**src/rtl/hour_set_ctrl.sv**
```systemverilog
// Interactive hour editor: preloads BCD digits (12h or 24h view) from the
// committed hour, edits them with one-pulse buttons and commits a binary 0-23 hour.
module hour_set_ctrl (
    input  logic       clk,
    input  logic       rst,
    input  logic       mode_12,
    input  logic       start,
    input  logic       inc,
    input  logic       next,
    input  logic       abort,
    output logic [4:0] hour_value,
    output logic       load,
    output logic [3:0] hr1_edit,
    output logic [3:0] hr0_edit,
    output logic       pm_edit,
    output logic       editing,
    output logic [1:0] field
);

    typedef enum logic [1:0] {
        IDLE = 2'd0,
        TENS = 2'd1,
        ONES = 2'd2,
        AMPM = 2'd3
    } state_t;

    state_t     state_reg;
    logic       mode_12_reg;
    logic [4:0] hour_value_reg;
    logic       load_reg;
    logic [3:0] hr1_reg;
    logic [3:0] hr0_reg;
    logic       pm_reg;
    logic       editing_reg;

    // Preload: convert the committed hour into the display form of the requested mode
    logic [4:0] disp_hour;
    logic       disp_pm;
    logic [4:0] disp_ones_full;
    logic [3:0] pre_tens;
    logic [3:0] pre_ones;

    always_comb begin
        disp_hour = hour_value_reg;
        disp_pm   = 1'b0;
        if (mode_12) begin
            if (hour_value_reg == 5'd0) begin
                disp_hour = 5'd12;
            end else if (hour_value_reg == 5'd12) begin
                disp_pm = 1'b1;
            end else if (hour_value_reg > 5'd12) begin
                disp_hour = hour_value_reg - 5'd12;
                disp_pm   = 1'b1;
            end
        end
        if (disp_hour >= 5'd20) begin
            pre_tens       = 4'd2;
            disp_ones_full = disp_hour - 5'd20;
        end else if (disp_hour >= 5'd10) begin
            pre_tens       = 4'd1;
            disp_ones_full = disp_hour - 5'd10;
        end else begin
            pre_tens       = 4'd0;
            disp_ones_full = disp_hour;
        end
        pre_ones = disp_ones_full[3:0];
    end

    // Field increments, including the ones clamp that keeps the hour legal
    logic [3:0] tens_inc;
    logic [3:0] ones_clamped;
    logic [3:0] ones_inc;

    always_comb begin
        tens_inc     = 4'd0;
        ones_clamped = hr0_reg;
        ones_inc     = hr0_reg + 4'd1;
        if (mode_12_reg) begin
            tens_inc = (hr1_reg == 4'd0) ? 4'd1 : 4'd0;
            if (tens_inc == 4'd1 && hr0_reg > 4'd2)
                ones_clamped = 4'd2;
            else if (tens_inc == 4'd0 && hr0_reg == 4'd0)
                ones_clamped = 4'd1;
            if (hr1_reg == 4'd0)
                ones_inc = (hr0_reg >= 4'd9) ? 4'd1 : hr0_reg + 4'd1;
            else
                ones_inc = (hr0_reg >= 4'd2) ? 4'd0 : hr0_reg + 4'd1;
        end else begin
            tens_inc = (hr1_reg >= 4'd2) ? 4'd0 : hr1_reg + 4'd1;
            if (tens_inc == 4'd2 && hr0_reg > 4'd3)
                ones_clamped = 4'd3;
            if (hr1_reg < 4'd2)
                ones_inc = (hr0_reg >= 4'd9) ? 4'd0 : hr0_reg + 4'd1;
            else
                ones_inc = (hr0_reg >= 4'd3) ? 4'd0 : hr0_reg + 4'd1;
        end
    end

    // Commit: digits back to binary 24-hour
    logic [4:0] tens_w;
    logic [4:0] h_bin;
    logic [4:0] commit_value;

    always_comb begin
        tens_w = {1'b0, hr1_reg};
        h_bin  = (tens_w << 3) + (tens_w << 1) + {1'b0, hr0_reg};
        commit_value = h_bin;
        if (mode_12_reg) begin
            if (h_bin == 5'd12)
                commit_value = pm_reg ? 5'd12 : 5'd0;
            else
                commit_value = pm_reg ? h_bin + 5'd12 : h_bin;
        end
    end

    always_ff @(posedge clk or posedge rst) begin
        if (rst) begin
            state_reg      <= IDLE;
            mode_12_reg    <= 1'b0;
            hour_value_reg <= 5'd0;
            load_reg       <= 1'b0;
            hr1_reg        <= 4'd0;
            hr0_reg        <= 4'd0;
            pm_reg         <= 1'b0;
            editing_reg    <= 1'b0;
        end else begin
            load_reg <= 1'b0;
            case (state_reg)
                IDLE: begin
                    if (start) begin
                        state_reg   <= TENS;
                        editing_reg <= 1'b1;
                        mode_12_reg <= mode_12;
                        hr1_reg     <= pre_tens;
                        hr0_reg     <= pre_ones;
                        pm_reg      <= disp_pm;
                    end
                end
                TENS: begin
                    if (abort) begin
                        state_reg   <= IDLE;
                        editing_reg <= 1'b0;
                    end else if (next) begin
                        state_reg <= ONES;
                    end else if (inc) begin
                        hr1_reg <= tens_inc;
                        hr0_reg <= ones_clamped;
                    end
                end
                ONES: begin
                    if (abort) begin
                        state_reg   <= IDLE;
                        editing_reg <= 1'b0;
                    end else if (next) begin
                        if (mode_12_reg) begin
                            state_reg <= AMPM;
                        end else begin
                            state_reg      <= IDLE;
                            editing_reg    <= 1'b0;
                            hour_value_reg <= commit_value;
                            load_reg       <= 1'b1;
                        end
                    end else if (inc) begin
                        hr0_reg <= ones_inc;
                    end
                end
                AMPM: begin
                    if (abort) begin
                        state_reg   <= IDLE;
                        editing_reg <= 1'b0;
                    end else if (next) begin
                        state_reg      <= IDLE;
                        editing_reg    <= 1'b0;
                        hour_value_reg <= commit_value;
                        load_reg       <= 1'b1;
                    end else if (inc) begin
                        pm_reg <= ~pm_reg;
                    end
                end
                default: begin
                    state_reg   <= IDLE;
                    editing_reg <= 1'b0;
                end
            endcase
        end
    end

    assign hour_value = hour_value_reg;
    assign load       = load_reg;
    assign hr1_edit   = hr1_reg;
    assign hr0_edit   = hr0_reg;
    assign pm_edit    = pm_reg;
    assign editing    = editing_reg;
    assign field      = state_reg;

endmodule

```
**config.mk**
```make
export PLATFORM = sky130hd
export DESIGN_NAME = hour_set_ctrl
export DESIGN_NICKNAME = d
export VERILOG_FILES = /design/src/rtl/hour_set_ctrl.sv
export SDC_FILE = /design/constraint.sdc
export NUM_CORES = 1
export LEC_CHECK = 0
export BUFFER_PORTS_ARGS = -buffer_cell sky130_fd_sc_hd__buf_2
export CAP_MARGIN = 20
export CORE_ASPECT_RATIO = 0.5
export CORE_MARGIN = 1.5
export CORE_UTILIZATION = 55
export CTS_BUF_LIST = sky130_fd_sc_hd__clkbuf_8
export CTS_CLUSTER_SIZE = 10
export DETAILED_ROUTE_END_ITERATION = 7
export MAX_ROUTING_LAYER = met4
export PLACE_DENSITY = 0.76
export SLEW_MARGIN = 25
export SYNTH_ARGS = -nofsm -noshare
export SYNTH_HDL_FRONTEND = slang
export SYNTH_SLANG_ARGS = --single-unit
```
**constraint.sdc**
```tcl
create_clock -name clk -period 4.7 [get_ports clk]
set_clock_uncertainty 0.2 [all_clocks]
set_input_delay 0.47 -clock clk [delete_from_list [all_inputs] [get_ports clk]]
set_output_delay 0.47 -clock clk [all_outputs]
set_load 0.01 [all_outputs]
```
# Word level (Yosys, flattened, before mapping)
# Index checks and enable logic that the tools add are counted.
[word_totals]
romBits = 0
mem_count = 0
mem_bits_rw = 0
reg_bits = 19
latchBits = 0
word_cells = 150
[op_classes]
shift = 0
div = 0
mux = 77
order_cmp = 10
bitwise_logic = 1
add_sub_neg = 8
n_eq_ne = 27
reduce_logical = 19
multipliers = 0
[ops]
columns = ["operator", "n"]
rows = [
  ["2-to-1 mux 4 bit", 27],
  ["2-to-1 mux 5 bit", 12],
  ["inequality test 2 bit (second input constant)", 14],
  ["2-to-1 mux 1 bit", 22],
  ["2-to-1 mux 2 bit", 9],
  ["inequality test 3 bit (second input constant)", 5],
  ["AND reduction 5 bit", 3],
  [">= comparator 4 x 2 -> 1 bit (second input constant)", 3],
  ["logical NOT 4 bit", 3],
  ["case mux 4 bit (3 select lines)", 1],
  ["equality test 5 x 4 -> 1 bit (second input constant)", 2],
  ["case mux 5 bit (2 select lines)", 1],
  ["AND reduction 10 bit", 1],
  ["adder 4 x 1 -> 4 bit (second input constant)", 2],
  ["> comparator 4 x 2 -> 1 bit (second input constant)", 2],
  ["case mux 2 bit (4 select lines)", 1],
  ["case mux 4 bit (2 select lines)", 1],
  ["AND reduction 6 bit", 1],
  ["nonzero test 2 bit", 3],
  ["adder 5 x 4 -> 5 bit", 1],
  ["adder 5 x 4 -> 5 bit (second input constant)", 1],
  ["adder 5 bit", 1],
  [">= comparator 5 x 4 -> 1 bit (second input constant)", 1],
  [">= comparator 5 bit (second input constant)", 1],
  ["other kinds (20)", 24],
]

# Longest topological paths before layout
# Gate-level depths: netlist (run 1).
[logic_depth]
ltp_word = 11
depth_mapped = 10
mapped_depth_nobuf = 10

# Worst setup path before layout (run 1)
# No wires, ideal clock.
[synth_timing]
kind = "register to register"
from = "register hour_value_reg[2], in the netlist hour_value[2]"
to = "register hr0_reg[1], in the netlist hr0_edit[1]"
setup_slack_ps = 1909
stages_incl_launch_ff = 11
arrival_ps = 2461
setup_time_ps = 129
required_time_ps = 4371
cell_sequence = "dfrtp_1 inv_1 ha_1 or3b_4 a311oi_1 and2_2 inv_2 ha_1 a211oi_2 mux2i_1 o41a_1"
[synth_between]
elab_chain_len = 10
word_cells_on_any_way = 16
[synth_rtl]
columns = ["item", "line_no", "source"]
rows = [
  ["from (decl)", "29", "logic [4:0] hour_value_reg;"],
  ["from (signal assigned)", "160", "hour_value_reg <= commit_value;"],
  ["from (signal assigned)", "174", "hour_value_reg <= commit_value;"],
  ["subtractor 5 x 4 -> 5 bit or > comparator 5 x 4 -> 1 bit (tied branches)", "52, 51", ""],
  ["2-to-1 mux 5 bit", "51", "end else if (hour_value_reg > 5'd12) begin"],
  ["2-to-1 mux 5 bit", "49", "end else if (hour_value_reg == 5'd12) begin"],
  ["2-to-1 mux 5 bit", "47", "if (hour_value_reg == 5'd0) begin"],
  ["2-to-1 mux 5 bit (*)", "46", "if (mode_12) begin"],
  [">= comparator 5 x 4 -> 1 bit or subtractor 4 bit (tied branches)", "59, 61", ""],
  ["2-to-1 mux 4 bit", "59", "end else if (disp_hour >= 5'd10) begin"],
  ["2-to-1 mux 4 bit (*)", "56", "if (disp_hour >= 5'd20) begin"],
  ["2-to-1 mux 4 bit (*)", "130", "if (start) begin"],
  ["case mux 4 bit (3 select lines) (*)", "128", "case (state_reg)"],
  ["to (signal assigned)", "135", "hr0_reg <= pre_ones;"],
  ["to (signal assigned)", "147", "hr0_reg <= ones_clamped;"],
  ["to (signal assigned)", "164", "hr0_reg <= ones_inc;"],
  ["to (decl)", "32", "logic [3:0] hr0_reg;"],
]
# Every way passes the cells marked *; elsewhere a longest branch is shown, timed or not. The select of a mux whose other input is x is not followed.
# A chain may end at the register's enable or synchronous reset.

# Worst setup path after layout (run 1)
# Same ends and word-level chain as after synthesis.

==> reports/summary.md, run 1 <==
The max-slew violation total from the final report was 0. Across the run, the number of max-cap violations was 0. The number of placement rows was 14; the distinct cell type count after synthesis was 61.

The tools report the critical path startpoint category as a flop. For the number of primary I/O pins, the log shows 25. Cells with a size suffix above 1 make up 16.9% of the layout. The tree is rooted in a sky130_fd_sc_hd__clkbuf_8. The number of nets in the layout was 287. The data required time at the worst endpoint was 4.64 ns; the overall overflow remaining after global route was 0. The worst vdd rail ir drop is 0.000440 V, and the shortest clock period the worst path allows after layout is 3.02 ns.

The number of antenna violations at the first check in global routing is 0. For the global-route usage over all layers, the log shows 26.8%. The share of total power dissipated in sequential elements is 25.9%. Averaged over all synthesized cells, the footprint is 8.27 µm². For the die area, the log shows 0.00389 mm².

The cell seen most often among critical-path stages was sky130_fd_sc_hd__ha_1. The footprint of the multi-input gates is 0.00135 mm², and the number of buffers on the longest clock path is 2. The maximum clock rate was 331 MHz. The logs give 0.667 mW for the internal power summed over all cells and 0 for the total setup buffers inserted after CTS. Origin of the worst setup path: hour_value[2]$_DFFE_PP0P_. For the clock network fraction of design power, the log shows 8.2%. For this run, the number of Yosys warnings is 0. The final critical path takes up 64.3% of the cycle. The library cells used most frequently in the layout, excluding fill and tap cells, are sky130_fd_sc_hd__nand2_1 (29), sky130_fd_sc_hd__buf_2 (24), sky130_fd_sc_hd__ha_1 (22), sky130_fd_sc_hd__inv_1 (19), sky130_fd_sc_hd__dfrtp_1 (19).

The via density per instance is 5.94. The combined buffer and inverter count along the critical path is 2, and the total net switching power is 0.712 mW. The region available for standard cell placement spans 0.00317 mm².

The summed area of non-filler cells in the final layout is 0.00213 mm². Gates resized during post-CTS repair numbered 0. The number of hold buffers added after CTS was 0. Summing all placed instances gives a cell area of 0.00208 mm².

The post-synthesis net count is 264, and the global-route wire length before repair is 7550 µm. Most common cell after layout, fill and taps aside: sky130_fd_sc_hd__nand2_1. In the final routed layout, each cell accounts on average for 15.1 µm. Adding up every negative setup slack in the final design gives 0 ns. The worst-path maximum fanout works out to 8.

The critical path goes through inv_1, ha_1, or3b_4, a311oi_1, and2_2, inv_2, ha_1, a211oi_2, mux2i_1, o41a_1. The deepest level of the CTS H-tree was 1; the post-synthesis sequential element count was 19. The tools report the number of clock buffers inserted by TritonCTS as 3. Across the whole layout, storage elements account for 475 µm².

In this run the power density over the cells is 647 mW/mm². Counting flops with a built-in enable in the synthesized netlist gives 0. On the worst path, the slowest cell contributes a delay of 0.46 ns. The run finished with clean final reports. The total number of vias came out at 1800. Once the floorplan was initialized, standard cells occupied 60.8% of the core.

The path type of the worst setup path is reg -> reg. The logs give 0 for the total of endpoints with negative setup slack in the final report and 24.7% for the sequential cell area fraction in the yosys report. In this run the static leakage power is 1.00 nW. The run gives 4570 µm as the total detailed-routing wirelength. The repair_antennas step left the layout with diodes totalling 0. At the end of the flow the core is filled with cells to 67.2%. The cell at the slowest stage of the critical path is sky130_fd_sc_hd__dfrtp_1. The run gives 104 as the violation count after the first detailed-route iteration. For the later-pin clock latency in the skew report, the log shows 0.25 ns. The path class of the tightest hold or removal check is in -> async. Combinational logic is responsible for 65.9% of the overall power.

The run gives 20 as the pin count of the biggest net entering global routing. For this run, the leading register cell type out of synthesis is sky130_fd_sc_hd__dfrtp_1. In this run the tightest slew margin relative to its limit is 48.9%. The family with the most delay on the worst path was compound AO/OA/AOI/OAI gates. The CTS sink count is 19, and the floorplan die height is 44.9 µm.

The data arrival time of the worst path was 2.96 ns; the via count of the first global-routing pass was 1558. The pre-antenna-repair detailed-routing pass consisted of 4 iterations. Once detail routing completed, the nets flagged for antenna violations numbered 0. The final routed DRC violation total came out at 0. TritonCTS built the clock tree.

The worst setup path is captured at a flop. The clock slew at the register clock pins of the worst setup and hold paths is 0.07 ns, and the transition time at the pin with the least slew margin is 0.765 ns. Final HPWL from detailed placement: 3520 µm. The start of the worst register-to-register path was hour_value[2]$_DFFE_PP0P_.

The x dimension of the die is 86.7 µm. The number of cells produced by synthesis came out at 233. The congestion estimate from routability-driven global placement came to 0.888. The register with the most flip-flops in the layout has 5 of them.

The tools report the final number of hold-violating endpoints as 0. The area growth from synthesis to layout is 10.5%. Of all flip-flops after synthesis, the portion carrying an async set or reset was 100%. Setup repair after global routing left no endpoint under its margin. The synthesized netlist occupies a cell area of 0.00193 mm². Fill cells in the final layout number 259. Switching fraction of total power: 51.6%. In this run the tool buffered the top-level ports with 24 buffer cells.
cells in the mapped netlist, types with 4 or more instances:
cell	instances	area share (%)
sky130_fd_sc_hd__nand2_1	29	5.6
sky130_fd_sc_hd__ha_1	22	14
sky130_fd_sc_hd__dfrtp_1	19	25
sky130_fd_sc_hd__inv_1	19	3.7
sky130_fd_sc_hd__nor2_1	17	3.3
sky130_fd_sc_hd__o21ai_0	16	4.2
sky130_fd_sc_hd__a21oi_1	9	2.3
sky130_fd_sc_hd__nand3_1	8	2.1
sky130_fd_sc_hd__nor2b_1	5	1.6
sky130_fd_sc_hd__a21o_1	4	1.6
sky130_fd_sc_hd__nor3b_1	4	1.6
metrics by stage:
step                hold WS (ns)  power (mW)  cells  setup slack, ns
floorplan                  0.221        1.01    233             1.91
global placement           0.291        1.22    299             1.85
detailed placement         0.297        1.25    299             1.72
CTS                        0.158        1.37    303             1.70
global route               0.226        1.51    303             1.45
finish                     0.141        1.38    303             1.68
cells by family (layout without fill, tap and decap cells):
logic type,Yosys count,count (layout),synth area share (%)
simple gates,90,90,24.4
mux,4,4,2.27
compound gates,63,63,24.2
xor+xnor,6,6,2.73
flops,19,19,24.7
fa+ha+maj,24,24,16.4
buf+inv,27,49,5.32
power by group through the flow:
stage	combinational, mW	clock (mW)	sequential (mW)
global placement	0.870	0	0.350
detailed placement	0.890	0	0.357
global route	1.02	0.127	0.372
CTS	0.899	0.118	0.353
finish	0.909	0.113	0.356
floorplan	0.675	0	0.331
routing by layer:
layer / global-route usage (%) / wire length [µm] / vias up
met3: 8.04 / 315 / 10
li1: - / - / 881
met1: 37.8 / 2270 / 843
met4: 4.52 / 47 / 0
met2: 38.4 / 1940 / 66
met5: - / 0 / -
path summary, 6_finish.rpt:
path / cells past startpoint / slack [ns] / end
worst max register to register: 10 / 1.68 / hr0_edit[1]$_DFFE_PP0P_
worst max-delay path: 10 / 1.68 / hr0_edit[1]$_DFFE_PP0P_
min in group clk: 2 / 0.31 / field[1]$_DFFE_PP0P_
worst min register to register: 1 / 0.31 / editing$_DFFE_PP0P_
max in group asynchronous: 2 / 3.68 / load$_DFF_PP0_
worst min-delay path: 2 / 0.14 / hr1_edit[2]$_DFFE_PP0P_
area by class of cell:
cell class / instances / area share, %
inverters: 21 / 3.70
clock buffers: 3 / 1.94
flip-flops and latches: 19 / 22.3
clock inverters: 1 / 0.235
well taps: 48 / 2.82
multi-input cells: 187 / 63.3
repair buffers: 24 / 5.64
No activity file was read; power rests on OpenSTA's default activity.
==> run 2, diff against run 1 <==
ABC_AREA = 1   (was not set)
CORE_UTILIZATION = 54   (was 55)
PLACE_DENSITY = 0.78   (was 0.76)
clock period = 2.55 ns   (was 4.7 ns; I/O delays follow)
==> run 2 against run 1 <==
  * Clock-buffer cell count unchanged
  * Core utilization decreased by 2.1 points
  * First-iteration DRC count grew 50%
  * Critical path type unchanged
  * Cell count rose by 18%
  * Fmax is 19% higher
  * Setup slack got worse by 1.7 ns
  * Via count is 8.3% higher
==> reports/summary.md, run 2 <==
The run finished with clean final reports. The shortest clock period the worst path allows after layout was 2.54 ns (-0.480 ns); the total number of vias was 1950 (+8.3%). For the distinct cell type count after synthesis, the log shows 36 (-41%). The violation count after the first detailed-route iteration was 156 (+50%).

The run gives 0 (unchanged) as the overall overflow remaining after global route. The final worst-path cycle share is 99.7% (+35 points). Total of endpoints with negative setup slack in the final report: 0 (unchanged). The post-route antenna net violation count is 0 (unchanged). STA classifies the critical path startpoint as a flop.

The number of antenna diodes came out at 0 (unchanged). The tools report the later-pin clock latency in the skew report as 0.26 ns (about the same). In the synthesized netlist the dominant register cell turns out to be sky130_fd_sc_hd__dfrtp_1. Leaving out fill and tap cells, the most frequent cell in the layout is sky130_fd_sc_hd__nand2_1. Global placement routability congestion: 0.940 (+5.9%). The x dimension of the die is 87.6 µm (+1.0%), and the effective utilization at floorplan is 56.2% (-4.5 points). The floorplan die height was 45.3 µm (+0.98%). The area growth from synthesis to layout works out to 15.7%. The critical path in this run is classified as reg -> reg. The post-synthesis sequential element count is 19 (unchanged).

For the total setup buffers inserted after CTS, the log shows 0 (unchanged). Number of I/O port buffers: 24 (unchanged). For the reported leakage power, the log shows 1.21 nW (+21%). The via density per instance was 5.43 (-8.6%); the deepest level of the CTS H-tree was 1 (unchanged).

The tools report the data required time at the worst endpoint as 2.51 ns (-2.13 ns). The placeable core region was 0.00343 mm² (+8.3%); the share of final-layout standard cells stronger than drive strength 1 was 22.7% (+5.9 points). Global-route usage over all layers: 27.3% (+0.53 points).

The final cell count without fillers was 359 (+18%); the post-placement cell count was 354 (+18%). The fraction of synthesis flops using an asynchronous set or reset pin was 100% (unchanged); the CTS sink count was 19 (unchanged). The logs give 1692 (+8.6%) for the via count of the first global-routing pass and 65.1% (-2.1 points) for the fraction of the core area covered by cells at the end of the flow. The worst slack at placement is -0.0323 ns (-1.75 ns), and the data arrival time of the worst path is 2.51 ns (-0.45 ns). Number of clock buffers inserted by TritonCTS: 3 (unchanged).

Setup repair after global routing could not meet its margin everywhere. The worst vdd rail ir drop was 0.000658 V (+50%); the number of detailed-route iterations in the first pass was 5 (+1). The number of placement rows was 15 (+1). The most common cell in the synthesized netlist is sky130_fd_sc_hd__nand2_1. Number of primary I/O pins: 25 (unchanged).

The cell sitting at the root of the clock tree is a sky130_fd_sc_hd__clkbuf_8. The worst-path maximum fanout was 5 (-3). The run gives 2 (unchanged) as the number of buffers on the longest clock path. Biggest area consumer among synthesized cells: sky130_fd_sc_hd__dfrtp_1.

The tools report the post-synthesis net count as 304 (+15%). Final sum of negative setup slack: 0 ns (unchanged). The tools report the pin count of the biggest net entering global routing as 20 (unchanged). The global-route wire length before repair is 7790 µm (+3.2%).

Final routed DRC violation total: 0 (unchanged). The combined area of all synthesized cells was 0.00193 mm² (+0.26%); the number of antenna violations at the first check in global routing was 0 (unchanged). The number of nets in the layout is 340 (+18%), and the clock slew at the register clock pins of the worst setup and hold paths is 0.08 ns (about the same). Final HPWL from detailed placement: 3740 µm (+6.4%). The cell area power density is 1570 mW/mm² (+140%). The tools report the element type at the critical path end as a flop.

The number of fill cells in the layout came out at 293 (+13%). The worst hold path class is in -> reg. The tools report the number of cells produced by synthesis as 273 (+17%).

The final critical-path setup slack came out at 0.00721 ns (-1.67 ns). The transition time at the pin with the least slew margin came out at 0.757 ns (-0.00808 ns). Yosys attributes the largest share of cell area to sky130_fd_sc_hd__dfrtp_1 (25%), sky130_fd_sc_hd__ha_1 (14%), sky130_fd_sc_hd__nand2_1 (13%). In the layout the commonest cells are sky130_fd_sc_hd__nand2_1 (68), sky130_fd_sc_hd__inv_1 (36), sky130_fd_sc_hd__buf_2 (24), sky130_fd_sc_hd__nor2_1 (22).

The share of Yosys cell area claimed by the top area cell type works out to 24.6% (-0.064 points). The total detailed-routing wirelength was 4770 µm (+4.4%). The final number of hold-violating endpoints came out at 0 (unchanged). The maximum clock rate was 393 MHz (+19%); the flip-flop count of the largest register, all copies and words added was 5 (unchanged).

The commonest cells after synthesis are sky130_fd_sc_hd__nand2_1 (68), sky130_fd_sc_hd__inv_1 (36), sky130_fd_sc_hd__nor2_1 (23). Mean instance size in the synthesized netlist: 7.08 µm² (-14%). The average wire per cell in the routed design was 13.3 µm (-12%). The run gives 0.111 ns (-0.0307 ns) as the worst hold slack.

Yosys warning count: 0 (unchanged). Sequential cell area fraction in the yosys report: 24.6% (-0.064 points). The worst max-slew margin expressed relative to the limit was 49.5% (+0.54 points); the die area was 0.00397 mm² (+2.0%). The tools report the number of max-cap violations as 0 (unchanged). TritonCTS built the clock tree.

The run gives 0 (unchanged) as the max-slew violation total from the final report. The number of enable flip-flop cells after synthesis was 0 (unchanged).
run 2: changes by cell type after synthesis, moves of 4 or more:
cell	change
sky130_fd_sc_hd__nand2_1	+39
sky130_fd_sc_hd__inv_1	+17
sky130_fd_sc_hd__nand3_1	+13
sky130_fd_sc_hd__o21ai_1	+8
sky130_fd_sc_hd__nor2_1	+6
sky130_fd_sc_hd__nor2_2	+6
sky130_fd_sc_hd__o21ai_0	-6
sky130_fd_sc_hd__nand2_2	+5
sky130_fd_sc_hd__nor2b_1	-5
sky130_fd_sc_hd__a21o_1	-4
sky130_fd_sc_hd__nor3b_1	-4
run 2: power breakdown:
group	total [mW]	switching [mW]	internal, mW
clock network	0.217	0.108	0.109
logic	2.68	1.64	1.04
registers	0.615	0.175	0.441
run 2: what timing repair did:
action,CTS,global route
pin swaps,4,3
resized for setup,0,4
hold endpoints to repair,19,0
setup endpoints to repair,2,8
hold buffers,1,0
cloned,0,0
run 2: routing by layer:
layer,vias up,share of wire [%],track usage (%)
li1,961,-,-
met1,899,46,38.3
met2,82,45,39.5
met3,8,7.5,5.12
met4,0,1.5,9.52
met5,-,0,-
run 2: worst max-delay path, stage by stage (launching register included):
cell                      delay, ns
sky130_fd_sc_hd__dfrtp_2       0.42
sky130_fd_sc_hd__fa_1          0.54
sky130_fd_sc_hd__inv_1         0.05
sky130_fd_sc_hd__fa_1          0.45
sky130_fd_sc_hd__inv_1         0.07
sky130_fd_sc_hd__ha_1          0.14
sky130_fd_sc_hd__nand2_1       0.06
sky130_fd_sc_hd__nor2_1        0.11
sky130_fd_sc_hd__nand2_2       0.10
sky130_fd_sc_hd__o21ai_1       0.13
sky130_fd_sc_hd__nand3_1       0.08
sky130_fd_sc_hd__nand2_1       0.06
sky130_fd_sc_hd__inv_1         0.04
run 2: logic make-up after synthesis:
| family | synth area share (%) |
|---|---|
| and+or+nand+nor | 33.3 |
| AOI/OAI and AO/OA | 14.2 |
| buffers and inverters | 8.74 |
| adders and majority gates | 16.3 |
| DFF | 24.6 |
| xor gates and xnor gates | 2.20 |
| muxes | 0.583 |
run 2: worst paths after layout:
check / endpoint / slack (ns) / from / depth (start not counted)
max: hour_value[3]$_DFFE_PP0P_ / 0.007 / hr1_edit[0]$_DFFE_PP0P_ / 12
min: load$_DFF_PP0_ / 0.11 / abort / 3
max reg2reg: hour_value[3]$_DFFE_PP0P_ / 0.007 / hr1_edit[0]$_DFFE_PP0P_ / 12
min reg2reg: editing$_DFFE_PP0P_ / 0.31 / editing$_DFFE_PP0P_ / 1
max in group asynchronous: hour_value[2]$_DFFE_PP0P_ / 1.17 / rst / 3
min in group asynchronous: hour_value[1]$_DFFE_PP0P_ / 0.46 / rst / 3
run 2: layout make-up:
| cell class | instances | area (µm²) | share of cell area (%) |
|---|---|---|---|
| sequential | 19 | 478 | 21.4 |
| clock buffer | 3 | 41.3 | 1.85 |
| clock inverter | 1 | 5.00 | 0.224 |
| tap | 51 | 63.8 | 2.85 |
| timing repair buffer | 34 | 198 | 8.84 |
| multi-input combinational | 210 | 1300 | 58.0 |
| inverter | 41 | 154 | 6.88 |
run 2: stage by stage:
stage               instance area, µm²  power [mW]
global route                      2240        3.89
floorplan                         1930        2.52
detailed placement                2170        3.22
finish                            2240        3.51
global placement                  2170        3.13
CTS                               2230        3.46
==> run 3, diff against run 2 <==
==> constraint.sdc (replaced) <==
create_clock -name clk -period 2.55 [get_ports clk]
set_clock_uncertainty 0.2 [all_clocks]
set_input_delay 0.51 -clock clk [delete_from_list [all_inputs] [get_ports clk]]
set_output_delay 0.51 -clock clk [all_outputs]
set_load 0.01 [all_outputs]
==> run 3 against run 2 <==
  * Cell area decreased by 0.45%
  * Core utilization decreased by 0.29 points
  * Clock-buffer cell count unchanged
  * Global-route usage about the same
  * Critical path type unchanged
  * Setup slack improved by 0.00067 ns
  * Via count decreased by 0.10%
  * Critical endpoint unchanged
  * First-iteration DRC count decreased by 3.8%
  * Routed wire length decreased by 0.31%
  * Die area unchanged
  * Largest cell class unchanged
==> reports/summary.md, run 3 (synthesis results as in run 2) <==
The flow ran to the end, and the final reports show no timing, DRC or antenna violations. The final sum of negative setup slack is 0 ns (unchanged), and the violation count after the first detailed-route iteration is 150 (-3.8%). In the layout the commonest cells are sky130_fd_sc_hd__nand2_1 (68), sky130_fd_sc_hd__inv_1 (36), sky130_fd_sc_hd__buf_2 (24), sky130_fd_sc_hd__nor2_1 (22). The tools report the hold buffer count at CTS as 0 (-1). The floorplan die height came out at 45.3 µm (unchanged).

The total setup buffers inserted after CTS is 0 (unchanged), and the final worst-path cycle share is 99.7% (about the same). Setup repair after global routing could not meet its margin everywhere. For the setup slack of the worst register-to-register path, the log shows 0.008 ns (about the same).

Total of endpoints with negative setup slack in the final report: 0 (unchanged). The via density per instance works out to 5.44 (+0.18%). The number of antenna diodes was 0 (unchanged).

Worst max-slew margin expressed relative to the limit: 50.0% (+0.56 points). For the number of clock buffers inserted by TritonCTS, the log shows 3 (unchanged). TritonCTS built the clock tree. The tools report the data arrival time of the worst path as 2.51 ns (about the same). The tightest min-delay check is of the in -> async type. The run gives 0 (unchanged) as the final routed DRC violation total.

The flip-flop count of the largest register, all copies and words added works out to 5 (unchanged). Global-route wire length before repair: 7780 µm (about the same). The via count of the first global-routing pass is 1687 (-0.30%). In this run the critical register-to-register path is captured at hour_value[3]$_DFFE_PP0P_.

In this run the clock root is driven by a sky130_fd_sc_hd__clkbuf_8. The run gives 56.2% (unchanged) as the effective utilization at floorplan. The worst setup path is captured at a flop. Worst-path maximum fanout: 5 (unchanged).

The maximum clock rate was 393 MHz (about the same). The run gives 0.26 ns (about the same) as the later-pin clock latency in the skew report. The number of antenna violations at the first check in global routing was 0 (unchanged). The final number of hold-violating endpoints was 0 (unchanged). The overall overflow remaining after global route came out at 0 (unchanged). The total number of vias is 1948 (-0.10%), and the average wire per cell in the routed design is 13.3 µm (about the same).

The deepest level of the CTS H-tree is 1 (unchanged). The number of cells on the worst reg-to-reg path was 12 (unchanged). The share of final-layout standard cells stronger than drive strength 1 works out to 22.8% (+0.074 points). The area growth from synthesis to layout was 15.2%.

Most common cell after layout, fill and taps aside: sky130_fd_sc_hd__nand2_1. The largest stage delay on the critical path is 0.54 ns (about the same). Data required time at the worst endpoint: 2.51 ns (about the same). The clock slew at the register clock pins of the worst setup and hold paths was 0.08 ns (about the same). The run gives 19 (unchanged) as the CTS sink count. The number of nets in the layout is 339 (-0.29%), and the x dimension of the die is 87.6 µm (unchanged). The global placement routability congestion was 0.940 (unchanged). The critical path goes through fa_1, inv_1, fa_1, inv_1, ha_1, nand2_1, nor2_1, nand2_2, o21ai_1, nand3_1, nand2_1, inv_1. The run gives 0.00397 mm² (unchanged) as the die area. STA classifies the critical path startpoint as a flop.

The cell at the slowest stage of the critical path is sky130_fd_sc_hd__fa_1. Number of max-cap violations: 0 (unchanged). In this run the critical register-to-register path is launched from hr1_edit[0]$_DFFE_PP0P_. The worst setup path is of the reg -> reg kind. Number of buffers on the longest clock path: 2 (unchanged). Total detailed-routing wirelength: 4760 µm (-0.31%). The tools report the number of detailed-route iterations in the first pass as 5 (unchanged). The logs give 25 (unchanged) for the number of primary I/O pins and 15 (unchanged) for the number of placement rows.

The pin count of the biggest net entering global routing was 20 (unchanged). The number of I/O port buffers is 24 (unchanged). The run gives 0 (unchanged) as the max-slew violation total from the final report. The transition time at the pin with the least slew margin was 0.749 ns (-0.00839 ns); the shortest clock period the worst path allows after layout was 2.54 ns (-0.000670 ns).

Placeable core region: 0.00343 mm² (unchanged). The logs give 3740 µm (unchanged) for the final HPWL from detailed placement and 294 (+0.34%) for the number of fill cells in the layout. The global-route usage over all layers was 27.3% (-0.042 points); the post-route antenna net violation count was 0 (unchanged). The cell seen most often among critical-path stages is sky130_fd_sc_hd__inv_1.
## run 3: changes by cell type in the layout (fill, tap and decap cells not counted), sizes merged
cell	change
dlygate4sd3	-1
## run 3: worst max-delay path by stage
stage | depth (start not counted) | start | end | slack (ns)
2_1_floorplan | 13 | hr1_edit[0]$_DFFE_PP0P_ | hour_value[3]$_DFFE_PP0P_ | 0.008
3_3_place_gp | 13 | hr1_edit[0]$_DFFE_PP0P_ | hour_value[3]$_DFFE_PP0P_ | 0.06
3_5_place_dp | 12 | hr1_edit[0]$_DFFE_PP0P_ | hour_value[2]$_DFFE_PP0P_ | -0.03
4_1_cts | 12 | hr1_edit[0]$_DFFE_PP0P_ | hour_value[2]$_DFFE_PP0P_ | -0.03
5_1_grt | 12 | hr1_edit[0]$_DFFE_PP0P_ | hour_value[3]$_DFFE_PP0P_ | -0.14
6_report | 12 | hr1_edit[0]$_DFFE_PP0P_ | hour_value[3]$_DFFE_PP0P_ | 0.008
## run 3: metrics by stage
step           cell area (µm²)  hold WS [ns]  setup WS (ns)  utilization [%]  cells
6_report                  2230         0.165        0.00788             64.8    358
5_1_grt                   2230         0.250         -0.136             64.8    358
4_1_cts                   2220         0.201        -0.0305             64.5    358
3_5_place_dp              2170         0.286        -0.0323             63.2    354
3_3_place_gp              2170         0.275         0.0572             63.2    354
2_1_floorplan             1930         0.261        0.00779                -    273
## run 3: cell type report
cell class,count,area (µm²),area share [%]
tap,51,63.8,2.87
multi-input combinational,210,1300,58.2
sequential,19,478,21.5
clock inverter,1,5.00,0.225
inverter,41,154,6.91
timing repair buffer,33,188,8.43
clock buffer,3,41.3,1.85
## run 3: routing by layer
metal	wire, µm	vias up	global-route usage (%)
li1	-	962	-
met1	2120	885	38.2
met2	2140	93	39.5
met3	429	8	5.12
met4	67	0	9.52
met5	0	-	-
## run 3: critical path, delay by kind of cell (launching register included)
kind                       cells  cell delay, ns
AOI/OAI and AO/OA              1            0.13
adders and majority gates      3            1.13
buffers and inverters          3            0.16
DFF                            1            0.42
and+or+nand+nor                5            0.41
## run 3: timing repair
item | 4_1_cts | 5_1_grt
setup endpoints to repair | 2 | 8
pin swaps | 4 | 3
cloned | 0 | 0
gates resized for setup | 0 | 4
Power of run 3 is not shown: default switching activity piles up to over one toggle a cycle in this logic, so the estimate is an artifact.
